==> config.mk <==
export PLATFORM = sky130hd
export DESIGN_NAME = gen_rr_scheduler_flat
export DESIGN_NICKNAME = d
export VERILOG_FILES = /design/src/rtl/gen_rr_scheduler_pkg.sv /design/src/rtl/gen_rr_scheduler_if.sv /design/src/rtl/gen_rr_scheduler_rr_arbiter.sv /design/src/rtl/gen_rr_scheduler.sv /design/src/flat_wrapper.sv
export SDC_FILE = /design/constraint.sdc
export NUM_CORES = 1
export LEC_CHECK = 0
export CAP_MARGIN = 20
export CORE_MARGIN = 3
export CORE_UTILIZATION = 43
export CTS_BUF_LIST = sky130_fd_sc_hd__clkbuf_16
export CTS_CLUSTER_SIZE = 16
export DETAILED_ROUTE_END_ITERATION = 10
export PLACE_DENSITY = 0.87
export SLEW_MARGIN = 40
export SYNTH_ARGS = -nofsm -noshare
export SYNTH_HDL_FRONTEND = slang
export SYNTH_HIERARCHICAL = 1
export SYNTH_SLANG_ARGS = --single-unit
==> constraint.sdc <==
create_clock -name clock -period 4.7 [get_ports clock]
set_input_delay 0.94 -clock clock [delete_from_list [all_inputs] [get_ports clock]]
set_output_delay 0.94 -clock clock [all_outputs]
set_load 0.05 [all_outputs]
==> src/rtl/gen_rr_scheduler_pkg.sv <==
`default_nettype none
// +----------------------------------------------------------------------------+
// | Module      : gen_sched_pkg                                                |
// | Description : Shared definitions for the round-robin generator scheduler:  |
// |               default sizing, scheduler state encoding and the response    |
// |               beat record.                                                 |
// | Revision    : 1.0 - initial release                                        |
// +----------------------------------------------------------------------------+
package gen_sched_pkg;

    localparam int c_num_req_def = 4;
    localparam int c_data_w_def  = 32;
    localparam int c_id_w_def    = $clog2(c_num_req_def);
    localparam int c_timeout_def = 1024;

    // Scheduler states
    typedef logic [2:0] state_t;
    localparam state_t c_st_idle   = 3'd0;
    localparam state_t c_st_clear  = 3'd1;
    localparam state_t c_st_launch = 3'd2;
    localparam state_t c_st_stream = 3'd3;
    localparam state_t c_st_drain  = 3'd4;

    // One response beat at the default sizing
    typedef struct packed {
        logic [c_data_w_def-1:0] data;
        logic [c_id_w_def-1:0]   id;
        logic                    last;
        logic                    err;
    } rsp_beat_t;

endpackage
`default_nettype wire

==> src/rtl/gen_rr_scheduler_if.sv <==
`default_nettype none
// +----------------------------------------------------------------------------+
// | Module      : gen_rr_scheduler_if                                          |
// | Description : Bundles the requester, generator-core and response ports of  |
// |               the scheduler.                                               |
// |   req_valid/req_arg/req_ready : per-requester job request and accept       |
// |   gen_rst/gen_start/gen_n/gen_ready : control towards the generator core   |
// |   gen_valid/gen_done/gen_out  : result stream from the generator core      |
// |   rsp_valid/rsp_ready/rsp_data/rsp_id/rsp_last/rsp_err : tagged responses  |
// |   modport master : scheduler side; modport slave : surrounding logic side  |
// | Revision    : 1.0 - initial release                                        |
// +----------------------------------------------------------------------------+
interface gen_rr_scheduler_if #(
    parameter int NUM_REQ = 4,
    parameter int DATA_W  = 32,
    parameter int ID_W    = $clog2(NUM_REQ)
);
    logic [NUM_REQ-1:0]        req_valid;
    logic [NUM_REQ*DATA_W-1:0] req_arg;
    logic [NUM_REQ-1:0]        req_ready;

    logic                      gen_rst;
    logic                      gen_start;
    logic [DATA_W-1:0]         gen_n;
    logic                      gen_ready;
    logic                      gen_valid;
    logic                      gen_done;
    logic [DATA_W-1:0]         gen_out;

    logic                      rsp_valid;
    logic                      rsp_ready;
    logic [DATA_W-1:0]         rsp_data;
    logic [ID_W-1:0]           rsp_id;
    logic                      rsp_last;
    logic                      rsp_err;

    modport master (
        input  req_valid, req_arg, gen_valid, gen_done, gen_out, rsp_ready,
        output req_ready, gen_rst, gen_start, gen_n, gen_ready,
               rsp_valid, rsp_data, rsp_id, rsp_last, rsp_err
    );

    modport slave (
        output req_valid, req_arg, gen_valid, gen_done, gen_out, rsp_ready,
        input  req_ready, gen_rst, gen_start, gen_n, gen_ready,
               rsp_valid, rsp_data, rsp_id, rsp_last, rsp_err
    );
endinterface
`default_nettype wire

==> src/rtl/gen_rr_scheduler_rr_arbiter.sv <==
`default_nettype none
// +----------------------------------------------------------------------------+
// | Module      : rr_arbiter                                                   |
// | Description : Combinational round-robin pick: grants the first set request |
// |               bit at or after the pointer, wrapping around.                |
// |   i_req   : request vector                                                 |
// |   i_ptr   : highest-priority position                                      |
// |   o_grant : one-hot grant                                                  |
// |   o_idx   : index of the granted bit                                       |
// |   o_any   : at least one request present                                   |
// | Revision    : 1.0 - initial release                                        |
// +----------------------------------------------------------------------------+
module rr_arbiter #(
    parameter int N     = 4,
    parameter int IDX_W = $clog2(N)
) (
    input  logic [N-1:0]     i_req,
    input  logic [IDX_W-1:0] i_ptr,
    output logic [N-1:0]     o_grant,
    output logic [IDX_W-1:0] o_idx,
    output logic             o_any
);

    function automatic int wrap_idx(input int base, input int off);
        int s;
        s = base + off;
        return (s >= N) ? (s - N) : s;
    endfunction

    logic [IDX_W-1:0] w_pos;

    // Scan from the furthest offset back to the pointer so the closest
    // requester overwrites any earlier match.
    always_comb begin
        o_grant = '0;
        o_idx   = '0;
        o_any   = 1'b0;
        w_pos   = '0;
        for (int k = N - 1; k >= 0; k--) begin
            w_pos = IDX_W'(wrap_idx(int'(i_ptr), k));
            if (i_req[w_pos]) begin
                o_grant        = '0;
                o_grant[w_pos] = 1'b1;
                o_idx          = w_pos;
                o_any          = 1'b1;
            end
        end
    end

endmodule
`default_nettype wire

==> src/rtl/gen_rr_scheduler.sv <==
`default_nettype none
// +----------------------------------------------------------------------------+
// | Module      : gen_rr_scheduler                                             |
// | Description : Shares one generator core among NUM_REQ requesters in        |
// |               round-robin order. Per job it grants a requester, resets and |
// |               launches the core, then forwards the core stream through a   |
// |               one-entry tagged response register ending in a last beat.    |
// |   clock : rising-edge clock                                                |
// |   reset : asynchronous active-low reset                                    |
// |   bus   : gen_rr_scheduler_if.master (requests, core control, responses)   |
// | Option      : GEN_RR_SCHEDULER_TIMEOUT_EN adds a stall watchdog that ends  |
// |               the job with rsp_err after TIMEOUT idle core cycles.         |
// | Revision    : 1.0 - initial release                                        |
// +----------------------------------------------------------------------------+
module gen_rr_scheduler
    import gen_sched_pkg::*;
#(
    parameter int NUM_REQ = c_num_req_def,
    parameter int DATA_W  = c_data_w_def,
    parameter int ID_W    = $clog2(NUM_REQ),
    parameter int TIMEOUT = c_timeout_def
) (
    input  logic               clock,
    input  logic               reset,
    gen_rr_scheduler_if.master bus
);

    state_t            r_state;
    state_t            w_state_nxt;
    logic [ID_W-1:0]   r_rr_ptr;
    logic [ID_W-1:0]   r_id;
    logic [DATA_W-1:0] r_arg;

    logic [NUM_REQ-1:0] w_grant;
    logic [ID_W-1:0]    w_grant_idx;
    logic               w_any;
    logic               w_accept;
    logic               w_gen_ready;
    logic               w_beat;
    logic               w_timeout;

    logic              r_rsp_valid;
    logic [DATA_W-1:0] r_rsp_data;
    logic [ID_W-1:0]   r_rsp_id;
    logic              r_rsp_last;
    logic              r_rsp_err;

    rr_arbiter #(
        .N     (NUM_REQ),
        .IDX_W (ID_W)
    ) u_arb (
        .i_req   (bus.req_valid),
        .i_ptr   (r_rr_ptr),
        .o_grant (w_grant),
        .o_idx   (w_grant_idx),
        .o_any   (w_any)
    );

    // The core may only advance when the response register is free or
    // being emptied this cycle.
    assign w_gen_ready = (r_state == c_st_stream) & (~r_rsp_valid | bus.rsp_ready);
    assign w_beat      = w_gen_ready & bus.gen_valid;

`ifdef GEN_RR_SCHEDULER_TIMEOUT_EN
    localparam int c_cnt_w = (TIMEOUT > 1) ? $clog2(TIMEOUT) : 1;

    logic [c_cnt_w-1:0] r_stall_cnt;

    // Counts only cycles where we offer ready and the core stays silent.
    always_ff @(posedge clock or negedge reset) begin
        if (!reset) begin
            r_stall_cnt <= '0;
        end else if ((r_state != c_st_stream) || w_beat) begin
            r_stall_cnt <= '0;
        end else if (w_gen_ready) begin
            r_stall_cnt <= r_stall_cnt + 1'b1;
        end
    end

    assign w_timeout = w_gen_ready & ~bus.gen_valid & (r_stall_cnt == c_cnt_w'(TIMEOUT - 1));
`else
    // Watchdog compiled out: the expression is constant false.
    assign w_timeout = 1'b0 & (TIMEOUT != 0);
`endif

    // State register
    always_ff @(posedge clock or negedge reset) begin
        if (!reset) begin
            r_state <= c_st_idle;
        end else begin
            r_state <= w_state_nxt;
        end
    end

    // Next-state logic
    always_comb begin
        w_state_nxt = r_state;
        w_accept    = 1'b0;
        case (r_state)
            c_st_idle: begin
                if (w_any) begin
                    w_accept    = 1'b1;
                    w_state_nxt = c_st_clear;
                end
            end
            c_st_clear:  w_state_nxt = c_st_launch;
            c_st_launch: w_state_nxt = c_st_stream;
            c_st_stream: begin
                if ((w_beat & bus.gen_done) | w_timeout) begin
                    w_state_nxt = c_st_drain;
                end
            end
            c_st_drain: begin
                if (bus.rsp_ready) begin
                    w_state_nxt = c_st_idle;
                end
            end
            default: w_state_nxt = c_st_idle;
        endcase
    end

    // Job context and response register
    always_ff @(posedge clock or negedge reset) begin
        if (!reset) begin
            r_rr_ptr    <= '0;
            r_id        <= '0;
            r_arg       <= '0;
            r_rsp_valid <= 1'b0;
            r_rsp_data  <= '0;
            r_rsp_id    <= '0;
            r_rsp_last  <= 1'b0;
            r_rsp_err   <= 1'b0;
        end else begin
            if (w_accept) begin
                r_arg    <= bus.req_arg[int'(w_grant_idx) * DATA_W +: DATA_W];
                r_id     <= w_grant_idx;
                r_rr_ptr <= (w_grant_idx == ID_W'(NUM_REQ - 1)) ? '0 : w_grant_idx + 1'b1;
            end

            if (w_beat) begin
                // The terminal core beat carries no payload of ours; it only
                // turns into the zero-data last beat.
                r_rsp_valid <= 1'b1;
                r_rsp_id    <= r_id;
                r_rsp_err   <= 1'b0;
                if (bus.gen_done) begin
                    r_rsp_data <= '0;
                    r_rsp_last <= 1'b1;
                end else begin
                    r_rsp_data <= bus.gen_out;
                    r_rsp_last <= 1'b0;
                end
            end else if (w_timeout) begin
                r_rsp_valid <= 1'b1;
                r_rsp_id    <= r_id;
                r_rsp_data  <= '0;
                r_rsp_last  <= 1'b1;
                r_rsp_err   <= 1'b1;
            end else if (r_rsp_valid & bus.rsp_ready) begin
                r_rsp_valid <= 1'b0;
                r_rsp_last  <= 1'b0;
                r_rsp_err   <= 1'b0;
            end
        end
    end

    // Accept is gated by reset so no grant leaks out while held in reset.
    assign bus.req_ready = (w_accept & reset) ? w_grant : '0;
    assign bus.gen_rst   = ~reset | (r_state == c_st_clear);
    assign bus.gen_start = (r_state == c_st_launch);
    assign bus.gen_n     = r_arg;
    assign bus.gen_ready = w_gen_ready;

    assign bus.rsp_valid = r_rsp_valid;
    assign bus.rsp_data  = r_rsp_data;
    assign bus.rsp_id    = r_rsp_id;
    assign bus.rsp_last  = r_rsp_last;
    assign bus.rsp_err   = r_rsp_err;

endmodule
`default_nettype wire
==> src/flat_wrapper.sv <==
// flat-port wrapper written by rule: the top's interface ports become plain ports
module gen_rr_scheduler_flat import gen_sched_pkg::*;
#(
    parameter int NUM_REQ = c_num_req_def,
    parameter int DATA_W  = c_data_w_def,
    parameter int ID_W    = $clog2(NUM_REQ),
    parameter int TIMEOUT = c_timeout_def
)
  (clock, reset, bus_req_valid, bus_req_arg, bus_gen_valid, bus_gen_done, bus_gen_out, bus_rsp_ready, bus_req_ready, bus_gen_rst, bus_gen_start, bus_gen_n, bus_gen_ready, bus_rsp_valid, bus_rsp_data, bus_rsp_id, bus_rsp_last, bus_rsp_err);
  gen_rr_scheduler_if #(.NUM_REQ(NUM_REQ), .DATA_W(DATA_W), .ID_W(ID_W)) bus_i ();
  input  logic clock;
  input  logic reset;
  input wire logic [$bits(bus_i.req_valid)-1:0] bus_req_valid;
  input wire logic [$bits(bus_i.req_arg)-1:0] bus_req_arg;
  input wire logic [$bits(bus_i.gen_valid)-1:0] bus_gen_valid;
  input wire logic [$bits(bus_i.gen_done)-1:0] bus_gen_done;
  input wire logic [$bits(bus_i.gen_out)-1:0] bus_gen_out;
  input wire logic [$bits(bus_i.rsp_ready)-1:0] bus_rsp_ready;
  output wire logic [$bits(bus_i.req_ready)-1:0] bus_req_ready;
  output wire logic [$bits(bus_i.gen_rst)-1:0] bus_gen_rst;
  output wire logic [$bits(bus_i.gen_start)-1:0] bus_gen_start;
  output wire logic [$bits(bus_i.gen_n)-1:0] bus_gen_n;
  output wire logic [$bits(bus_i.gen_ready)-1:0] bus_gen_ready;
  output wire logic [$bits(bus_i.rsp_valid)-1:0] bus_rsp_valid;
  output wire logic [$bits(bus_i.rsp_data)-1:0] bus_rsp_data;
  output wire logic [$bits(bus_i.rsp_id)-1:0] bus_rsp_id;
  output wire logic [$bits(bus_i.rsp_last)-1:0] bus_rsp_last;
  output wire logic [$bits(bus_i.rsp_err)-1:0] bus_rsp_err;
  assign bus_i.req_valid = bus_req_valid;
  assign bus_i.req_arg = bus_req_arg;
  assign bus_i.gen_valid = bus_gen_valid;
  assign bus_i.gen_done = bus_gen_done;
  assign bus_i.gen_out = bus_gen_out;
  assign bus_i.rsp_ready = bus_rsp_ready;
  assign bus_req_ready = bus_i.req_ready;
  assign bus_gen_rst = bus_i.gen_rst;
  assign bus_gen_start = bus_i.gen_start;
  assign bus_gen_n = bus_i.gen_n;
  assign bus_gen_ready = bus_i.gen_ready;
  assign bus_rsp_valid = bus_i.rsp_valid;
  assign bus_rsp_data = bus_i.rsp_data;
  assign bus_rsp_id = bus_i.rsp_id;
  assign bus_rsp_last = bus_i.rsp_last;
  assign bus_rsp_err = bus_i.rsp_err;
  gen_rr_scheduler #(.NUM_REQ(NUM_REQ), .DATA_W(DATA_W), .ID_W(ID_W), .TIMEOUT(TIMEOUT)) u_core (.clock(clock), .reset(reset), .bus(bus_i));
endmodule
==> flow_summary.toml <==
[outcome]
status = "completed"

[clock_network]
cts_setup_buffers = 0
cts_sinks = 75
cts_tree = "done"
cts_htree_levels = 3
cts_hold_buf = 0
clk_path_buf_depth = 2
cts_buffers = 9
clkTransAtPathRegs_ns = 0.06
clk_latency_ns = 0.33
ctsResizeCount = 0
clock-root-buffer = "clkbuf_16"

[logic_synthesis]
yosysTopAreaCell = "dfrtp_1"
synth-edff-count = 0
ys_types = 43
synth_nets = 517
yosys-top-cells-area = "dfrtp_1, mux4_2, mux2_2"
yosys_most_used_dff = "dfrtp_1"
synth_seq_cells = 75
yosys_warnings = 6
synth_area_mm2 = 0.004588
yosysTopAreaCellShare_pct = 40.91
yosysSeqAreaShare_pct = 40.91
synth.avg_cell_area_um2 = 13.53
async_flop_share_pct = 100.0
netlist_instances = 339

[placed_design]
gp_congestion = 0.8658
portBuffers = 243
placed_cell_area_mm2 = 0.007138
dpl.hpwl_um = 10970

[global_routing]
use_met3_pct = 5.344
top_usage_layer = "met2"
first_global_vias = 4305
grt_pass1_wl_um = 21390
grt_max_degree = 80
overflow = 0
met2_usage_pct = 44.39
grt_util_all_layers_pct = 23.63
antenna_found_initial = 0
use_met1_pct = 25.26

[routing]
drt_iter0_drc = 169
drt-pass1-iter-count = 5
viasPerCell = 5.327
postRouteWirelength_um = 14070
drc = 0
wl_per_cell_um = 19.65
vias = 3814
ant_nets = 0

[final_layout]
drive_gt1_share_pct = 21.38
stdcell_area_mm2 = 0.007438
fin_nets = 753
area_growth_pct = 62.12
diodes = 0
mostFrequentLayoutCells = "clkdlybuf4s50_1, dfrtp_1, mux2_2"
mostFrequentLayoutCell = "clkdlybuf4s50_1"

[sta]
hold_viol = 0
setup_violations = 0
worstMarginPinSlew_ns = 0.7115
slew_violations = 0
setup_tns_ns = 0
slew_headroom_pct = 52.57
clock_skew_ns = 0.004518
fin_crit_sh_pct = 86.24
max_clock_freq_mhz = 246.7
fin_crit_ns = 4.053
rsz0062_at_grt = "no"

[power]
power_density_mw_per_mm2 = 705.2
power_leakage_nw = 2.967
peakVddDrop_mv = 0.4050

[floorplan]
dieArea_mm2 = 0.01195
io_pins = 245
row_count = 37
floorplan.initialDensity_pct = 44.24
core_area_mm2 = 0.01037
die_y_um = 109.3
die_w_um = 109.3

[min_path]
hold_path.class = "flip-flop to flip-flop"
min_path_cells = 1
holdPathEnd = "u_core/bus.rsp_data[12]"
hold_start = "u_core/bus.rsp_data[12]"

[worst_setup_path]
r2r_start = "u_core/r_rr_ptr[1]"
worst_ep_required_time_ns = 3.76
worstPathArrival_ns = 3.11
path_class = "flip-flop to output port"
end_kind = "output port"
worstPathMaxFanout = 14
r2r_cells = 9
r2r_slack_ns = 0.99
rr_endpoint = "u_core/bus.gen_n[8]"
start_kind = "flip-flop"

[job]
drv_cap = 0
-- registers in the layout, summed over array words and instances, names as in the netlist --
signal,flops
u_core/r_state,3
u_core/bus.rsp_last,1
u_core/bus.rsp_valid,1
u_core/bus.rsp_id,2
u_core/bus.gen_n,32
u_core/bus.rsp_data,32
u_core/r_rr_ptr,2
u_core/r_id,2
-- worst max path at each step --
stage	from	to	slack (ns)	cells past startpoint
after floorplan	bus_req_valid[1]	bus_req_ready[0]	1.37	6
after global routing	u_core/r_rr_ptr[1]	bus_req_ready[3]	0.43	7
after global placement	bus_req_valid[0]	bus_req_ready[1]	0.83	7
after detailed placement	bus_req_valid[0]	u_core/bus.gen_n[8]	0.74	8
after CTS	u_core/r_rr_ptr[1]	bus_req_ready[3]	0.67	7
final	u_core/r_rr_ptr[1]	bus_req_ready[3]	0.65	7
-- power breakdown --
group,switching (mW),total [mW],leakage (nW),internal [mW]
Sequential,0.192,1.15,0.919,0.959
Clock,0.280,0.694,0.140,0.414
Combinational,1.97,3.40,1.91,1.43
Total,2.45,5.25,2.97,2.80
-- stage by stage --
step           hold WS (ns)  total power [mW]  setup WS (ns)  instances  util [%]
2_1_floorplan        0.4541             3.505          1.366        339         -
3_3_place_gp         0.4663             4.473         0.8256        700     68.80
3_5_place_dp         0.4760             4.573         0.7428        700     68.83
4_1_cts              0.4900             5.298         0.6673        716     71.73
5_1_grt              0.5004             5.519         0.4298        716     71.73
6_report             0.4863             5.246         0.6465        716     71.73
-- per-layer routing --
| metal | share of wire (%) | vias up | routed length (um) |
|---|---|---|---|
| li1 | - | 1735 | - |
| met4 | 2.8 | 0 | 398 |
| met2 | 56 | 171 | 7863 |
| met3 | 6.9 | 31 | 974 |
| met1 | 34 | 1877 | 4830 |
| met5 | 0 | - | 0 |
-- cell usage after synthesis, types with 3 or more instances --
| library cell | n |
|---|---|
| ha_1 | 9 |
| nand3_1 | 4 |
| mux2_2 | 45 |
| a41oi_2 | 4 |
| buf_2 | 7 |
| o211ai_1 | 4 |
| mux2_1 | 29 |
| dfrtp_1 | 75 |
| nor2_1 | 15 |
| nand2b_1 | 4 |
| nand2_1 | 8 |
| o21ai_0 | 3 |
| a21oi_1 | 3 |
| and3_1 | 5 |
| nor2b_1 | 33 |
| buf_6 | 12 |
| mux4_2 | 33 |
| a31oi_1 | 4 |
| inv_1 | 8 |
| clkbuf_1 | 6 |
-- final cells by class --
class	count	area, um2
clock buffer	9	225.2
clock inverter	7	75.07
fill	752	2932
inverter	8	30.03
multi-input combinational	230	2515
sequential	75	1877
tap	136	170.2
timing repair buffer	251	2546
-- kinds of logic after synthesis --
kind of cell | Yosys count | share of synthesized area [%]
AO/OA/AOI/OAI | 29 | 5.536
buffers and inverters | 34 | 5.018
flip-flops | 75 | 40.91
AND/OR/NAND/NOR | 78 | 9.681
multiplexers | 113 | 36.32
adder cells (fa/ha/maj) | 9 | 2.454
other | 1 | 0.08173
-- worst max-delay path, stage by stage (launching register included) --
cell and delay (ns):
dfrtp_1 0.63, inv_1 0.29, ha_1 0.67, mux2i_1 0.41, o211ai_1 0.19, a41oi_2 0.21, and3_1 0.22, buf_12 0.15
Note: power is estimated with default switching activity, not from simulation.
==> patch 1, RTL diff (same settings) <==
`c_data_w_def`: 32 -> 48.
--- a/src/rtl/gen_rr_scheduler_pkg.sv
+++ b/src/rtl/gen_rr_scheduler_pkg.sv
@@ -11,3 +11,3 @@
     localparam int c_num_req_def = 4;
-    localparam int c_data_w_def  = 32;
+    localparam int c_data_w_def  = 48;
     localparam int c_id_w_def    = $clog2(c_num_req_def);
Ports: changed (resized bus_gen_n, bus_gen_out, bus_req_arg and bus_rsp_data); port bits go from 245 to 357. The function was not compared with the original's and may differ.
==> patch 1 against the original RTL <==
Non-clock buffer count grew 111. Synthesized area grew 42%. Sequential cell count grew 32. Setup slack lost 0.062 ns. Power grew 39%. Routed wire length grew 56%. Fmax shrank 1.5%. Design area grew 39%. Die area grew 40%. Cell count grew 36%. Utilization shrank 1.2 points. Critical endpoint is now bus_req_ready[2].
==> patch 1: results (changes against the original RTL) <==
outcome: "completed"  # unchanged
wirelength_mm: 21.9  # was 14.1 mm
yosysWarnings: 6  # unchanged
synth.top_cells.by_count: "dfrtp_1 (107), mux2_2 (57), mux2_4 (51)"  # was dfrtp_1 (75), mux2_2 (45), mux4_2 (33), nor2b_1 (33), mux2_1 (29)
gr-usage-all-layers_pct: 25.9  # was 23.6%
holdPathEnd: "u_core/bus.rsp_id[1]"  # was u_core/bus.rsp_data[12]
multi_input_area_sq_um: 3530  # was 2510 sq um
cp.arrival_ns: 3.18  # was 3.11 ns
grt_pass1_vias: 5717  # was 4305
synth.distinct_cells: 44  # was 43
vias: 5242  # was 3814
yosysSeqAreaShare_pct: 41.0  # was 40.9%
drive_gt1_share_pct: 25.4  # was 21.4%
cts_made_buffers: 9  # unchanged
clk_latency_ns: 0.35  # was 0.33 ns
path_clk_slew_ns: 0.06  # about the same
synth-seq-cells: 107  # was 75
holdCritStartpoint: "u_core/bus.rsp_id[1]"  # was u_core/bus.rsp_data[12]
antenna_found_initial: 1  # was 0
worstPathMaxFanout: 14  # unchanged
reg2reg_to: "u_core/bus.gen_n[31]"  # was u_core/bus.gen_n[8]
num_antenna_cells: 1  # was 0
gp_congestion: 0.940  # was 0.866
worst_slew_pin_slew_ns: 0.727  # was 0.711 ns
post-dp-hpwl_mm: 17.1  # was 11.0 mm
drtIter0Drc: 333  # was 169
nets: 1040  # was 753
cts_buffer_depth: 2  # unchanged
io_buffers: 355  # was 243
skew_ns: 0.0141  # was 0.00452 ns
dp_cells: 955  # was 700
comb.multi_input.count: 294  # was 230
placed_area_sq_um: 10100  # was 7140 sq um
final.fill_count: 1011  # was 752
grt_pass1_wl_mm: 33.1  # was 21.4 mm
synth_nets: 702  # was 517
tap_cells: 184  # was 136
grt_max_degree: 76  # was 80
muxShareOfSynthArea_pct: 39.4  # was 36.3%
layout.nonclk_buf_share_pct: 35.0  # was 34.2%
seq_area_share_pct: 25.8  # was 25.2%
n_all_buffers: 362  # was 251
clock_area_share_pct: 2.64  # was 4.04%
post-route-util_pct: 70.5  # was 71.7%
post-cts-setup-buffers: 0  # unchanged
crit_family: "adder cells"  # unchanged
ir_drop_v: 0.000394  # was 0.000405 V
async_flop_share_pct: 100  # unchanged
synthAdderAreaFrac_pct: 1.72  # was 2.45%
cp-start-kind: "flip-flop"  # unchanged
syn_inst: 444  # was 339
via_per_inst: 5.40  # was 5.33
p_leak_uw: 0.00416  # was 0.00297 uW
drc: 0  # unchanged
synth_xor_area_share_pct: 0  # unchanged
synthTopCellsByArea: "dfrtp_1 (41%), mux4_2 (17%), mux2_4 (12%), mux2_2 (9.8%), nor2b_1 (4.7%)"  # was dfrtp_1 (41%), mux4_2 (16%), mux2_2 (11%), mux2_1 (7.1%), nor2b_1 (4.5%)
reg2reg_slack_ns: 0.90  # was 0.99 ns
holdPathStages: 1  # unchanged
synth-compound-area-share_pct: 3.89  # was 5.54%
holdCritPathClass: "reg2reg"  # unchanged
[patch 1: cell families (layout without fill, tap and decap cells)]
| group | count (synthesis) | in the layout |
|---|---|---|
| multiplexers | 161 | 161 |
| flip-flops | 107 | 107 |
| AND/OR/NAND/NOR | 94 | 94 |
| buffers and inverters | 43 | 385 |
| AO/OA/AOI/OAI | 29 | 29 |
| adder cells (fa/ha/maj) | 9 | 9 |
| other | 1 | 2 |
[patch 1: stage by stage]
step / setup WS [ns] / hold slack [ns]
floorplan: 1.37 / 0.475
global placement: 0.800 / 0.485
detailed placement: 0.668 / 0.493
CTS: 0.616 / 0.511
global route: 0.387 / 0.527
finish: 0.585 / 0.508
[patch 1: routing by layer]
metal | GRT usage (%) | vias up | routed length (um)
li1 | - | 2327 | -
met2 | 45.7 | 254 | 11700
met4 | 8.89 | 0 | 532
met1 | 30.9 | 2627 | 8150
met5 | 0 | - | 0
met3 | 6.27 | 34 | 1560
[patch 1: worst max-delay path by stage]
stage                                       to  slack, ns
final                         bus_req_ready[2]       0.58
after global placement    u_core/bus.gen_n[32]       0.80
after global routing          bus_req_ready[2]       0.39
after detailed placement  u_core/bus.gen_n[31]       0.67
after floorplan               bus_req_ready[0]       1.37
after CTS                     bus_req_ready[2]       0.62
[patch 1: where the power goes]
group	switching, uW	internal [uW]	total, uW
clock network	361	364	725
registers	298	1370	1670
logic	2770	2140	4910
[patch 1: worst reg2reg max path, stage by stage (launching register included)]
cell and delay [ns]:
dfrtp_1 0.63, inv_1 0.30, ha_1 0.68, nor2_1 0.11
o221ai_1 0.20, o21ai_0 0.19, a211oi_4 0.30, buf_12 0.37
mux4_2 0.63, mux2_2 0.29
==> patch 2, RTL diff (same settings) <==
Made on the original files. Add a define of `GEN_RR_SCHEDULER_TIMEOUT_EN`.
--- a/src/rtl/gen_rr_scheduler.sv
+++ b/src/rtl/gen_rr_scheduler.sv
@@ -14,2 +14,4 @@
 // +----------------------------------------------------------------------------+
+`define GEN_RR_SCHEDULER_TIMEOUT_EN
+
 module gen_rr_scheduler
Check against the original RTL: same outputs for any inputs over 4 cycles, from zero or initial values and one cycle with reset low; that may be too few to reach the edited logic, so the function may still have changed.
==> patch 2 against the original RTL <==
Combinational power barely moved. Synthesized area grew 4.7%. Setup slack worse by 0.27 ns. Power increased by 4.2%. Critical path type unchanged. Design area is 3.5% higher. Sequential cell count up 11. Global-route usage is 0.51 points higher. Routed wire length is 6.7% higher.
==> patch 2: results (changes against the original RTL) <==
outcome: "completed"  # unchanged
worst_slew_pin_slew_ns: 0.622  # was 0.711 ns
io_buffers: 244  # was 243
drive_gt1_share_pct: 19.1  # was 21.4%
grt_pass1_vias: 4459  # was 4305
post-cts-setup-buffers: 0  # unchanged
grt_max_degree: 51  # was 80
synth_nets: 541  # was 517
cp.arrival_ns: 3.38  # was 3.11 ns
synth-compound-area-share_pct: 13.3  # was 5.54%
holdCritPathClass: "reg2reg"  # unchanged
synth-main-ff-cell: "dfrtp_1"  # unchanged
worstPathMaxFanout: 18  # was 14
reg2reg_to: "u_core/bus.gen_n[12]"  # was u_core/bus.gen_n[8]
synthAdderAreaFrac_pct: 2.60  # was 2.45%
synth.distinct_cells: 59  # was 43
synth_xor_area_share_pct: 0.547  # was 0%
max_freq_ghz: 0.231  # was 0.247 GHz
vias: 4186  # was 3814
place_ws_ns: 0.761  # was 0.743 ns
muxShareOfSynthArea_pct: 26.0  # was 36.3%
grtUsageMet2_pct: 42.9  # was 44.4%
reg2reg_slack_ns: 0.82  # was 0.99 ns
nets: 776  # was 753
first_pass_iters: 4  # was 5
placed_area_sq_um: 7370  # was 7140 sq um
grt_util_met3_pct: 6.85  # was 5.34%
cts_buffer_depth: 2  # unchanged
gr-usage-all-layers_pct: 24.1  # was 23.6%
ir_drop_v: 0.000401  # was 0.000405 V
crit_end: "bus_req_ready[0]"  # was bus_req_ready[3]
startpoint: "u_core/r_rr_ptr[0]"  # was u_core/r_rr_ptr[1]
synthTopCellsByArea: "dfrtp_1 (45%), mux4_2 (15%), mux2_2 (9.4%), a22o_1 (5.8%), ha_1 (2.6%)"  # was dfrtp_1 (41%), mux4_2 (16%), mux2_2 (11%), mux2_1 (7.1%), nor2b_1 (4.5%)
cts_root_buf: "clkbuf_16"  # unchanged
skew_ns: 0.00944  # was 0.00452 ns
yosysSeqAreaShare_pct: 44.8  # was 40.9%
synth.top_cells.by_count: "dfrtp_1 (86), mux2_2 (40), a22o_1 (32), mux4_2 (32), nor2_1 (17)"  # was dfrtp_1 (75), mux2_2 (45), mux4_2 (33), nor2b_1 (33), mux2_1 (29)
grt_pass1_wl_mm: 24.0  # was 21.4 mm
wirelength_mm: 15.0  # was 14.1 mm
holdCritStartpoint: "u_core/r_id[1]"  # was u_core/bus.rsp_data[12]
p_leak_uw: 0.00310  # was 0.00297 uW
drtIter0Drc: 123  # was 169
gp_congestion: 0.883  # was 0.866
post-dp-hpwl_mm: 11.5  # was 11.0 mm
grtUsageMet1_pct: 28.4  # was 25.3%
==> patch 2: kinds of logic after synthesis <==
kind of cell,after synthesis
fa+ha+maj,10
buf+inv,31
flops,86
simple gates,70
compound gates,84
xor+xnor,3
mux,78
==> patch 2: worst max-delay path, stage by stage, from the launching register on <==
cell	delay (ns)
dfrtp_1	0.72
inv_1	0.32
ha_1	0.57
mux2_2	0.43
mux2i_4	0.20
o211ai_1	0.13
a41oi_1	0.26
and3_1	0.25
buf_12	0.15
==> patch 2: layout make-up <==
| type | instances | area [sq um] |
|---|---|---|
| clock inverter | 7 | 105 |
| clock buffer | 9 | 225 |
| timing repair buffer | 250 | 2540 |
| tap | 136 | 170 |
| sequential | 86 | 2150 |
| fill | 693 | 2900 |
| multi-input combinational | 245 | 2490 |
| inverter | 5 | 18.8 |
==> patch 2: where the power goes <==
| group | switching (uW) | internal (uW) | total, uW |
|---|---|---|---|
| Clock | 316 | 473 | 790 |
| Sequential | 225 | 1050 | 1270 |
| Combinational | 1950 | 1450 | 3400 |
==> patch 2: worst min path at each step <==
stage | to | slack (ns) | depth (start not counted)
after global placement | u_core/r_id[1] | 0.47 | 1
after detailed placement | u_core/r_id[1] | 0.49 | 1
after global routing | u_core/r_id[1] | 0.52 | 1
after floorplan | u_core/r_id[1] | 0.45 | 1
final | u_core/r_id[1] | 0.49 | 1
after CTS | u_core/r_id[1] | 0.50 | 1
==> patch 2: stage by stage <==
stage / power, uW / cells / utilization (%)
CTS: 5500 / 738 / 72.6
floorplan: 3640 / 362 / -
global placement: 4590 / 722 / 69.5
finish: 5470 / 738 / 72.6
global route: 5740 / 738 / 72.6
detailed placement: 4680 / 722 / 69.5
==> patch 2: routing by layer <==
metal	vias to the layer above	wire length, um
li1	1887	-
met1	2078	5610
met2	195	8010
met3	26	1080
met4	0	314
met5	-	0
